[src/rtl/mpc_sequencer.sv]
// Microprogram sequencer: owns the 8-bit MPC and handles jumps, RAM stalls and halt.
// Optional return stack for microcode subroutines is enabled by defining MPC_RET_STACK_EN.
module mpc_sequencer #(
  parameter logic [7:0] RESET_ADDR  = 8'h00,
  parameter logic [7:0] HALT_ADDR   = 8'hFF,
  parameter int         STACK_DEPTH = 4
) (
  input  logic       clk,
  input  logic       rst,
  input  logic       start,
  input  logic       JMPC,
  input  logic [7:0] Addr,
  input  logic [1:0] jmp_mode,
  input  logic       ret,
  input  logic       Z,
  input  logic       RAM_en,
  input  logic       mem_ready,
  output logic [7:0] MPC,
  output logic       busy,
  output logic       halted,
  output logic       stack_err
);

  typedef enum logic [1:0] {S_IDLE, S_RUN, S_WAIT_MEM, S_HALT} state_t;

  state_t     state_q, state_d;
  logic [7:0] mpc_q, mpc_d;
  logic [7:0] mpc_inc;
  logic       busy_q, halted_q;
  logic       cond_true, take_jmp, advance;

  assign mpc_inc = mpc_q + 8'd1;

  always_comb begin
    case (jmp_mode)
      2'b01:   cond_true = Z;
      2'b10:   cond_true = ~Z;
      default: cond_true = 1'b1;
    endcase
  end
  assign take_jmp = JMPC & cond_true;

`ifdef MPC_RET_STACK_EN
  localparam int SPW = $clog2(STACK_DEPTH + 1);
  localparam logic [SPW-1:0] SP_FULL = SPW'(STACK_DEPTH);

  logic [SPW-1:0] sp_q, sp_d, sp_dec;
  logic [7:0]     stack_mem [2**SPW];
  logic           push_en;
  logic           err_q, err_d;

  assign sp_dec = sp_q - SPW'(1);
`else
  logic unused_ret;
  assign unused_ret = ret;
`endif

  always_comb begin
    state_d = state_q;
    mpc_d   = mpc_q;
    advance = 1'b0;
`ifdef MPC_RET_STACK_EN
    sp_d    = sp_q;
    push_en = 1'b0;
    err_d   = err_q;
`endif
    case (state_q)
      S_IDLE: begin
        if (start) begin
          state_d = S_RUN;
          mpc_d   = RESET_ADDR;
        end
      end
      S_HALT: begin
        if (start) begin
          state_d = S_RUN;
          mpc_d   = RESET_ADDR;
`ifdef MPC_RET_STACK_EN
          sp_d    = '0;
`endif
        end
      end
      S_RUN: begin
        if (mpc_q == HALT_ADDR)           state_d = S_HALT;
        else if (RAM_en && !mem_ready)    state_d = S_WAIT_MEM;
        else                              advance = 1'b1;
      end
      S_WAIT_MEM: begin
        if (mem_ready) advance = 1'b1;
      end
      default: state_d = S_IDLE;
    endcase

    // Shared return/jump/increment path used by RUN and by WAIT_MEM completion.
    if (advance) begin
      state_d = S_RUN;
      mpc_d   = mpc_inc;
`ifdef MPC_RET_STACK_EN
      if (ret) begin
        if (sp_q == '0) begin
          state_d = S_HALT;
          mpc_d   = mpc_q;
          err_d   = 1'b1;
        end else begin
          sp_d  = sp_dec;
          mpc_d = stack_mem[sp_dec];
        end
      end else if (take_jmp) begin
        if (jmp_mode == 2'b11) begin
          if (sp_q == SP_FULL) begin
            state_d = S_HALT;
            mpc_d   = mpc_q;
            err_d   = 1'b1;
          end else begin
            push_en = 1'b1;
            sp_d    = sp_q + SPW'(1);
            mpc_d   = Addr;
          end
        end else begin
          mpc_d = Addr;
        end
      end
`else
      if (take_jmp) mpc_d = Addr;
`endif
    end
  end

  always_ff @(posedge clk) begin
    if (rst) begin
      state_q  <= S_IDLE;
      mpc_q    <= RESET_ADDR;
      busy_q   <= 1'b0;
      halted_q <= 1'b0;
`ifdef MPC_RET_STACK_EN
      sp_q     <= '0;
      err_q    <= 1'b0;
`endif
    end else begin
      state_q  <= state_d;
      mpc_q    <= mpc_d;
      busy_q   <= (state_d == S_RUN) || (state_d == S_WAIT_MEM);
      halted_q <= (state_d == S_HALT);
`ifdef MPC_RET_STACK_EN
      sp_q     <= sp_d;
      err_q    <= err_d;
`endif
    end
  end

`ifdef MPC_RET_STACK_EN
  always_ff @(posedge clk) begin
    if (!rst && push_en) stack_mem[sp_q] <= mpc_inc;
  end
  assign stack_err = err_q;
`else
  assign stack_err = 1'b0;
`endif

  assign MPC    = mpc_q;
  assign busy   = busy_q;
  assign halted = halted_q;

endmodule

[config.mk]
export PLATFORM = sky130hd
export DESIGN_NAME = mpc_sequencer
export DESIGN_NICKNAME = d
export VERILOG_FILES = /design/src/rtl/mpc_sequencer.sv
export SDC_FILE = /design/constraint.sdc
export NUM_CORES = 1
export LEC_CHECK = 0
export BUFFER_PORTS_ARGS = -buffer_cell sky130_fd_sc_hd__buf_2
export CORE_UTILIZATION = 30
export CTS_CLUSTER_SIZE = 16
export DETAILED_ROUTE_END_ITERATION = 8
export SETUP_SLACK_MARGIN = 0.5
export SLEW_MARGIN = 30
export SYNTH_ARGS = -nofsm -noshare
export SYNTH_HDL_FRONTEND = slang
export SYNTH_SLANG_ARGS = --single-unit
[constraint.sdc]
create_clock -name clk -period 4.2 [get_ports clk]
set_input_delay 0.42 -clock clk [delete_from_list [all_inputs] [get_ports clk]]
set_output_delay 0.42 -clock clk [all_outputs]
set_load 0.02 [all_outputs]
# Word level (Yosys, flattened, before mapping)
# Cells that the tools add are included.
totals:
  mem_bits_rw: 0
  regBits: 12
  memories: 0
  input_bits: 18
  elab_cells: 38
  romBits: 0
  latch_bits: 0
op_classes:
  n_reduce_logical: 8
  n_eq_ne: 9
  shifts: 0
  n_lt_le_gt_ge: 0
  addsub: 1
  n_bitwise: 2
  n_mul: 0
  div: 0
  n_mux: 14
op_table:
  columns: ["operator", "count"]
  rows:
  - ["8-bit 2-to-1 mux", 4]
  - ["2-bit equality test (second input constant)", 5]
  - ["8-bit by 1-bit adder with 8-bit output (second input constant)", 1]
  - ["8-bit equality test (second input constant)", 1]
  - ["2-bit 2-to-1 mux", 4]
  - ["2-bit by 1-bit equality test with 1-bit output (second input constant)", 3]
  - ["1-bit case mux with 2 select lines", 2]
  - ["2-bit case mux with 2 select lines", 1]
  - ["2-bit nonzero test", 2]
  - ["1-bit 2-to-1 mux", 3]
  - ["2-bit logical NOT", 1]
  - ["2-bit AND reduction", 1]
  - ["2-bit OR reduction", 1]
  - ["1-bit AND", 1]
  - ["1-bit logical AND", 1]
  - ["1-bit logical NOT", 1]
  - ["1-bit logical OR", 1]
  - ["1-bit inverter", 1]

# Longest topological paths before layout
# Gate-level depths: netlist of run 1.
depth:
  depth_word: 8
  mapped_depth: 8

# Least setup slack after synthesis of run 1
# OpenSTA, ideal clock, no wires.
synth_timing:
  kind: "register -> register"
  from: "register mpc_q[0], in the netlist MPC[0]"
  to: "register busy_q, in the netlist busy"
  setup_ns: 0.130
  slack_ns: 2.198
  arrival_ns: 1.872
  stages_incl_launch_ff: 8
  cell_sequence: "dfxtp_1 ha_1 nand3_1 a211o_1 nand2_1 nand3_1 ha_1 nor2b_1"
synth_via:
  elab_chain_cells: 6
synth_rtl:
  columns: ["item", "line", "rtl"]
  rows:
  - ["start: declaration", "27", "logic [7:0] mpc_q, mpc_d;"]
  - ["start signal: assignment", "141", "mpc_q <= mpc_d;"]
  - ["8-bit equality test (*)", "84", "if (mpc_q == HALT_ADDR) state_d = S_HALT;"]
  - ["2-bit 2-to-1 mux or 1-bit 2-to-1 mux (tied branches)", "84", null]
  - ["2-bit case mux with 2 select lines or 1-bit case mux with 2 select lines (tied branches)", "67", "case (state_q)"]
  - ["2-bit 2-to-1 mux (*)", "95", "if (advance) begin"]
  - ["via state_d[0]", "26", "state_t state_q, state_d;"]
  - ["2-bit by 1-bit equality test with 1-bit output or 2-bit equality test (tied branches)", "142", "busy_q <= (state_d == S_RUN) || (state_d == S_WAIT_MEM);"]
  - ["1-bit logical OR (*)", "142", null]
  - ["end signal: assignment", "142", null]
  - ["end: declaration", "29", "logic busy_q, halted_q;"]
# Mark *: on every way through the listed nets, which the timed path passes. The rest lies on a longest branch.
# A chain may end at the register's enable or synchronous reset.

# Worst setup path in the final report of run 1
# Ends and elaborated chain as after synthesis.

==> metrics.txt, run 1 <==
status=complete, but fails checks; failing checks=DRC; worst-skew pair later-pin latency=280 ps; DR WL/cell=13.60 um; initial antenna violation count=0; GRT Total Usage=0.1485; Core Util, Final=0.3956; largest net degree at the start of global routing=15; Critical Path RT=4370 ps; CTS clk-pin slew, worst paths=90 ps; Final setup viols=0; syn nets=136; Die Wd=57.82 um; CP endpoint=busy; top-area cell type share of the netlist area=0.2570; hpwl dp=1.793 mm; Slew Limit Fails=0; # Max-Cap Violations=0; DR DRC count=1; Setup Skew=2.648 ps; Num CTS Buffers=3; post-route setup TNS=0 ps; Mapped Cells=111; crit start category=register; worst-margin pin slew=584.8 ps; # diodes=0; largest cells by area after synthesis=dfxtp_1, ha_1, o211ai_1; CTS Hold Buffers Added=0; worst reg2reg path depth=7; I/O pin cnt=29; Syn Area/Cell=8.420 um2; # rows=19; full die area=3343 um2; power density over the cells=285.4 nW/um2; clock tree from TritonCTS=built; Synthesis Warnings=0; initial drt markers=52; crit-path max FO=7; Overall Power=0.0003221 W; routed vias=931; reg2reg setup slack=2050 ps; Layout area overhead=20.75%; maximum VDD drop=0.0001135 V; worst min path class=primary input to register; RSZ-0062 raised after global routing=no; Synth area leader=dfxtp_1; crit path DAT=2320 ps; Setup crit start=MPC[0]; Final Cycle Share=0.5116; Post-Syn Area=934.6 um2; CTS H-tree depth=1; global-route wire length before repair=3.801 mm; filler cell count=293; vias in the first global route=841; post-layout min period=2149 ps; fmax=465.4 MHz; Starting Density=0.3276; Critical Path Sink Type=register; leakage power=0.4892 nW; final hold vios=0; Resized cells post-CTS=0; gp weighted congestion=0.7561; total gr overflow=0; Final ANT Viol Nets=0; crit path kind=register to register; final net count=165; clk buf depth=2; layout cell share with drive strength beyond 1=0.2734; reg2reg start=MPC[0]; First-pass DRT Iterations=6; Yosys cell types=38; Total Wirelength=2.312 mm; relative slew slack=0.6060; Die Ht=57.82 um; Core ar.=2853 um2; register bit total from synthesis=12; Reg-to-Reg End=busy; Root Driver=clkbuf_4; Sink Count=12; sequential area share after synthesis=0.2570; Post-CTS Setup Inserts=0; # port buffers=26; via-per-instance ratio=5.476
==> kinds of logic (layout without fill, tap and decap cells) <==
| family | after synthesis | after routing | share of synthesized area |
|---|---|---|---|
| flops | 12 | 12 | 0.2570 |
| mux | 1 | 1 | 0.01606 |
| xor+xnor | 2 | 2 | 0.01875 |
| other cells | 1 | 1 | 0.004012 |
| compound gates | 37 | 37 | 0.3293 |
| fa+ha+maj | 7 | 7 | 0.09370 |
| buf+inv | 9 | 37 | 0.04016 |
| simple gates | 42 | 42 | 0.2410 |
==> cells in the mapped netlist, drive strengths merged <==
master,number
nand3b,3
o21bai,1
a31oi,1
nand3,5
a211o,2
o21ai,4
a2111o,1
dfxtp,12
o211ai,6
xnor2,2
nand2b,2
ha,7
a221oi,2
nor2b,6
or3,1
o32ai,2
nor3,5
buf,1
inv,7
a21oi,3
o21a,4
conb,1
and2,2
a21o,1
o31ai,5
mux2,1
o211a,1
nand4,2
nand2,9
nor2,7
clkbuf,1
a211oi,3
o41ai,1
==> cells in the final DEF (no fill, tap or decap), drive strengths merged <==
cell type / n
a2111o: 1
a211o: 2
a211oi: 3
a21o: 1
a21oi: 3
a221oi: 2
a31oi: 1
and2: 2
buf: 26
clkbuf: 4
conb: 1
dfxtp: 12
ha: 7
inv: 7
mux2: 1
nand2: 9
nand2b: 2
nand3: 5
nand3b: 3
nand4: 2
nor2: 7
nor2b: 6
nor3: 5
o211a: 1
o211ai: 6
o21a: 4
o21ai: 4
o21bai: 1
o31ai: 5
o32ai: 2
o41ai: 1
or3: 1
xnor2: 2
==> layout make-up <==
| class | count | area [um2] | area share |
|---|---|---|---|
| clock buffers | 4 | 36.28 | 0.03215 |
| inverters | 7 | 26.28 | 0.02328 |
| multi-input cells | 90 | 656.9 | 0.5820 |
| flip-flops and latches | 12 | 240.2 | 0.2129 |
| well taps | 31 | 38.79 | 0.03437 |
| repair buffers | 26 | 130.1 | 0.1153 |
==> power breakdown <==
| group | internal, W | switching [W] | leakage, nW | total (W) |
|---|---|---|---|---|
| combinational | 0.0000385 | 0.0000567 | 0.371 | 0.0000952 |
| sequential | 0.000122 | 0.00000732 | 0.0975 | 0.000129 |
| clock | 0.0000528 | 0.0000450 | 0.0210 | 0.0000978 |
| total | 0.000213 | 0.000109 | 0.489 | 0.000322 |
==> through the flow <==
step | hold WS, ps | worst slack [ps] | cell area, um2 | instances
2_1_floorplan | 494.6 | 2198 | 934.6 | 111
3_3_place_gp | 502.5 | 2095 | 1092 | 166
3_5_place_dp | 510.8 | 2067 | 1092 | 166
4_1_cts | 383.1 | 2047 | 1129 | 170
5_1_grt | 395.1 | 1930 | 1129 | 170
6_report | 384.1 | 2051 | 1129 | 170
==> routing by layer <==
layer,vias up,part of all wire,global-route usage
met3,0,0.043,0.04018
li1,472,-,-
met4,0,0,0.03061
met1,437,0.48,0.1926
met2,22,0.48,0.2479
met5,-,0,0
==> state kept, by name, summed over array words and instances (netlist names) <==
name     flops
halted       1
MPC          8
busy         1
state_q      2
==> worst min path at each step <==
stage | cells after the start | to | startpoint | slack (ps)
2_1_floorplan | 2 | state_q[0] | state_q[0] | 490
3_3_place_gp | 2 | MPC[1] | MPC[1] | 500
3_5_place_dp | 2 | MPC[1] | MPC[1] | 510
4_1_cts | 3 | MPC[1] | Addr[1] | 380
5_1_grt | 3 | MPC[1] | Addr[1] | 400
6_report | 3 | MPC[1] | Addr[1] | 380
==> critical path: stages, from the launching register on <==
cell and delay (ps):
dfxtp_1 400, ha_1 280, nand3_1 210, a211o_1 320, nand2_1 270, nand3_1 130
ha_1 300, nor2b_1 120
No activity file was read; power rests on OpenSTA's default activity.
==> inputs of run 2 (changes only) <==
- clock period: 4.2 -> 2.1 ns (I/O delays scaled with it)
==> run 2 against run 1 <==
Effect of this change:
- the run still ends with DRC left
- final cell count up 10%
- design area up 29%
- first-iteration DRC count down 42%
==> metrics.txt, run 2 (synthesis gave the netlist of run 1 again) <==
status=complete, but fails checks; failing checks=DRC; Flop pwr share=0.348 (-0.053); Final Cycle Share=0.8080 (+0.2964); Final setup viols=0 (unchanged); placed instance count=168 (+1.2%); via-per-instance ratio=5.417 (-1.1%); post-layout min period=1697 ps (-451.9 ps); # rows=19 (unchanged); Clk pwr share=0.254 (-0.050); largest net degree at the start of global routing=15 (unchanged); leakage power=0.6160 nW (+26%); # Max-Cap Violations=0 (unchanged); power density over the cells=524.6 nW/um2 (+84%); Starting Density=0.3276 (unchanged); final std cells w/o fill=187 (+10%); DR WL/cell=14.83 um (+9.0%); Final ANT Viol Nets=0 (unchanged); Largest register FFs=8 (unchanged); Setup Skew=3.869 ps (+1.221 ps); Combinational Power Share=0.398 (+0.102); routed vias=1013 (+8.8%); Critical Path Sink Type=register; # port buffers=26 (unchanged); Critical Path RT=2270 ps (-2100 ps); cell-internal power=0.0004979 W (+130%); gp weighted congestion=0.8020 (+6.1%); Worst Hold Depth=3 (unchanged); critical path's top delay family=adder cells; reg2reg start=MPC[0]; post-route setup TNS=0 ps (unchanged); crit path DAT=1870 ps (-450 ps); Min-Delay Endpoint=MPC[1]; Slew Limit Fails=0 (unchanged); CP max stage cell=dfxtp_4; critical path cell sequence=ha_4 > nand3_4 > a211o_1 > nand2_4 > nand3_2 > ha_1 > nor2b_1; Core ar.=2853 um2 (unchanged); Setup crit start=MPC[0]; worst-skew pair later-pin latency=280 ps (about the same); First-pass DRT Iterations=6 (unchanged); clock tree from TritonCTS=built; vias in the first global route=976 (+16%); Net Sw Frac=0.3466 (+0.007981); layout cell share with drive strength beyond 1=0.5321 (+0.2587); met1 Use GR=0.2126 (+0.02005); DR DRC count=2 (+1); final net count=182 (+10%); CTS H-tree depth=1 (unchanged); Layout area overhead=55.42%; clk buf depth=2 (unchanged); GRT Total Usage=0.1680 (+0.01946); Net Switching=0.0002641 W (+140%); initial drt markers=30 (-42%); Overall Power=0.0007621 W (+140%); Sink Count=12 (unchanged); CTS clk-pin slew, worst paths=80 ps (about the same); crit start category=register; total gr overflow=0 (unchanged); maximum VDD drop=0.0003556 V (+210%); # diodes=0 (unchanged); Die Ht=57.82 um (unchanged); crit path kind=register to register; Die Wd=57.82 um (unchanged); Reg-to-Reg End=busy; fmax=589.3 MHz (+27%); Buffers & Inverters on Critical Path=0 (unchanged); commonest non-fill, non-tap cell in the layout=buf_2; crit-path max FO=4 (-3); CTS Hold Buffers Added=0 (unchanged); full die area=3343 um2 (unchanged); Crit path largest cell delay=380 ps (-20 ps); initial antenna violation count=0 (unchanged); GR peak layer=met2; worst min path class=primary input to register; Total Wirelength=2.773 mm (+20%); Hold Startpoint=Addr[1]; RSZ-0062 raised after global routing=yes; I/O pin cnt=29 (unchanged); Num CTS Buffers=3 (unchanged); Root Driver=clkbuf_4; M2 GR Usage=0.2874 (+0.03941); final hold vios=0 (unchanged); hpwl dp=1.830 mm (+2.1%); worst reg2reg path depth=7 (unchanged); global-route wire length before repair=4.271 mm (+12%); reg2reg setup slack=400 ps (-1650 ps); most frequent cells in the layout=buf_2, buf_4, nand2_1, o211ai_1, nor2_1; global routing usage on met3=0.04018 (unchanged)
run 2: power by group through the flow:
stage / Clock, W / Combinational [W] / Sequential (W)
finish: 0.000194 / 0.000303 / 0.000265
global route: 0.000207 / 0.000329 / 0.000268
CTS: 0.000195 / 0.000239 / 0.000266
detailed placement: 0 / 0.000208 / 0.000270
global placement: 0 / 0.000202 / 0.000269
floorplan: 0 / 0.000133 / 0.000281
run 2: how the worst max path moves through the flow:
stage                  end  cells past startpoint
finish                busy                      7
global route        MPC[0]                      7
CTS                   busy                      7
detailed placement    busy                      8
global placement      busy                      8
floorplan             busy                      7
run 2: metal layers:
| layer | part of all wire | wire length, um | vias up |
|---|---|---|---|
| li1 | - | - | 505 |
| met5 | 0 | 0 | - |
| met2 | 0.48 | 1339 | 20 |
| met1 | 0.46 | 1285 | 482 |
| met3 | 0.035 | 97 | 6 |
| met4 | 0.018 | 51 | 0 |
run 2: stage by stage:
step                instance area, um2  utilization  setup slack [ps]  hold WS, ps
finish                            1453       0.5092             403.2        165.7
global route                      1453       0.5092             335.5        172.7
CTS                               1314       0.4605             435.0        161.6
detailed placement                1184       0.4149             288.0        467.4
global placement                  1184       0.4149             329.1        461.5
floorplan                         1011            -             408.1        312.1
run 2: timing repair:
item | 4_1_cts | 5_1_grt
setup buffers | 7 | 8
pin swaps | 11 | 13
resized for setup | 10 | 13
cloned | 0 | 0
setup endpoints to repair | 5 | 7
run 2: tightest hold or removal path, stage by stage:
cell and delay [ps]:
buf_2 100, nand2_1 60, a221oi_2 50
run 2: area by class of cell:
type                       instances  area [um2]
sequential                        12       261.5
inverter                           7       28.78
clock buffer                       4       36.28
fill                             260        1400
multi-input combinational         90       818.3
tap                               31       38.79
timing repair buffer              43       269.0
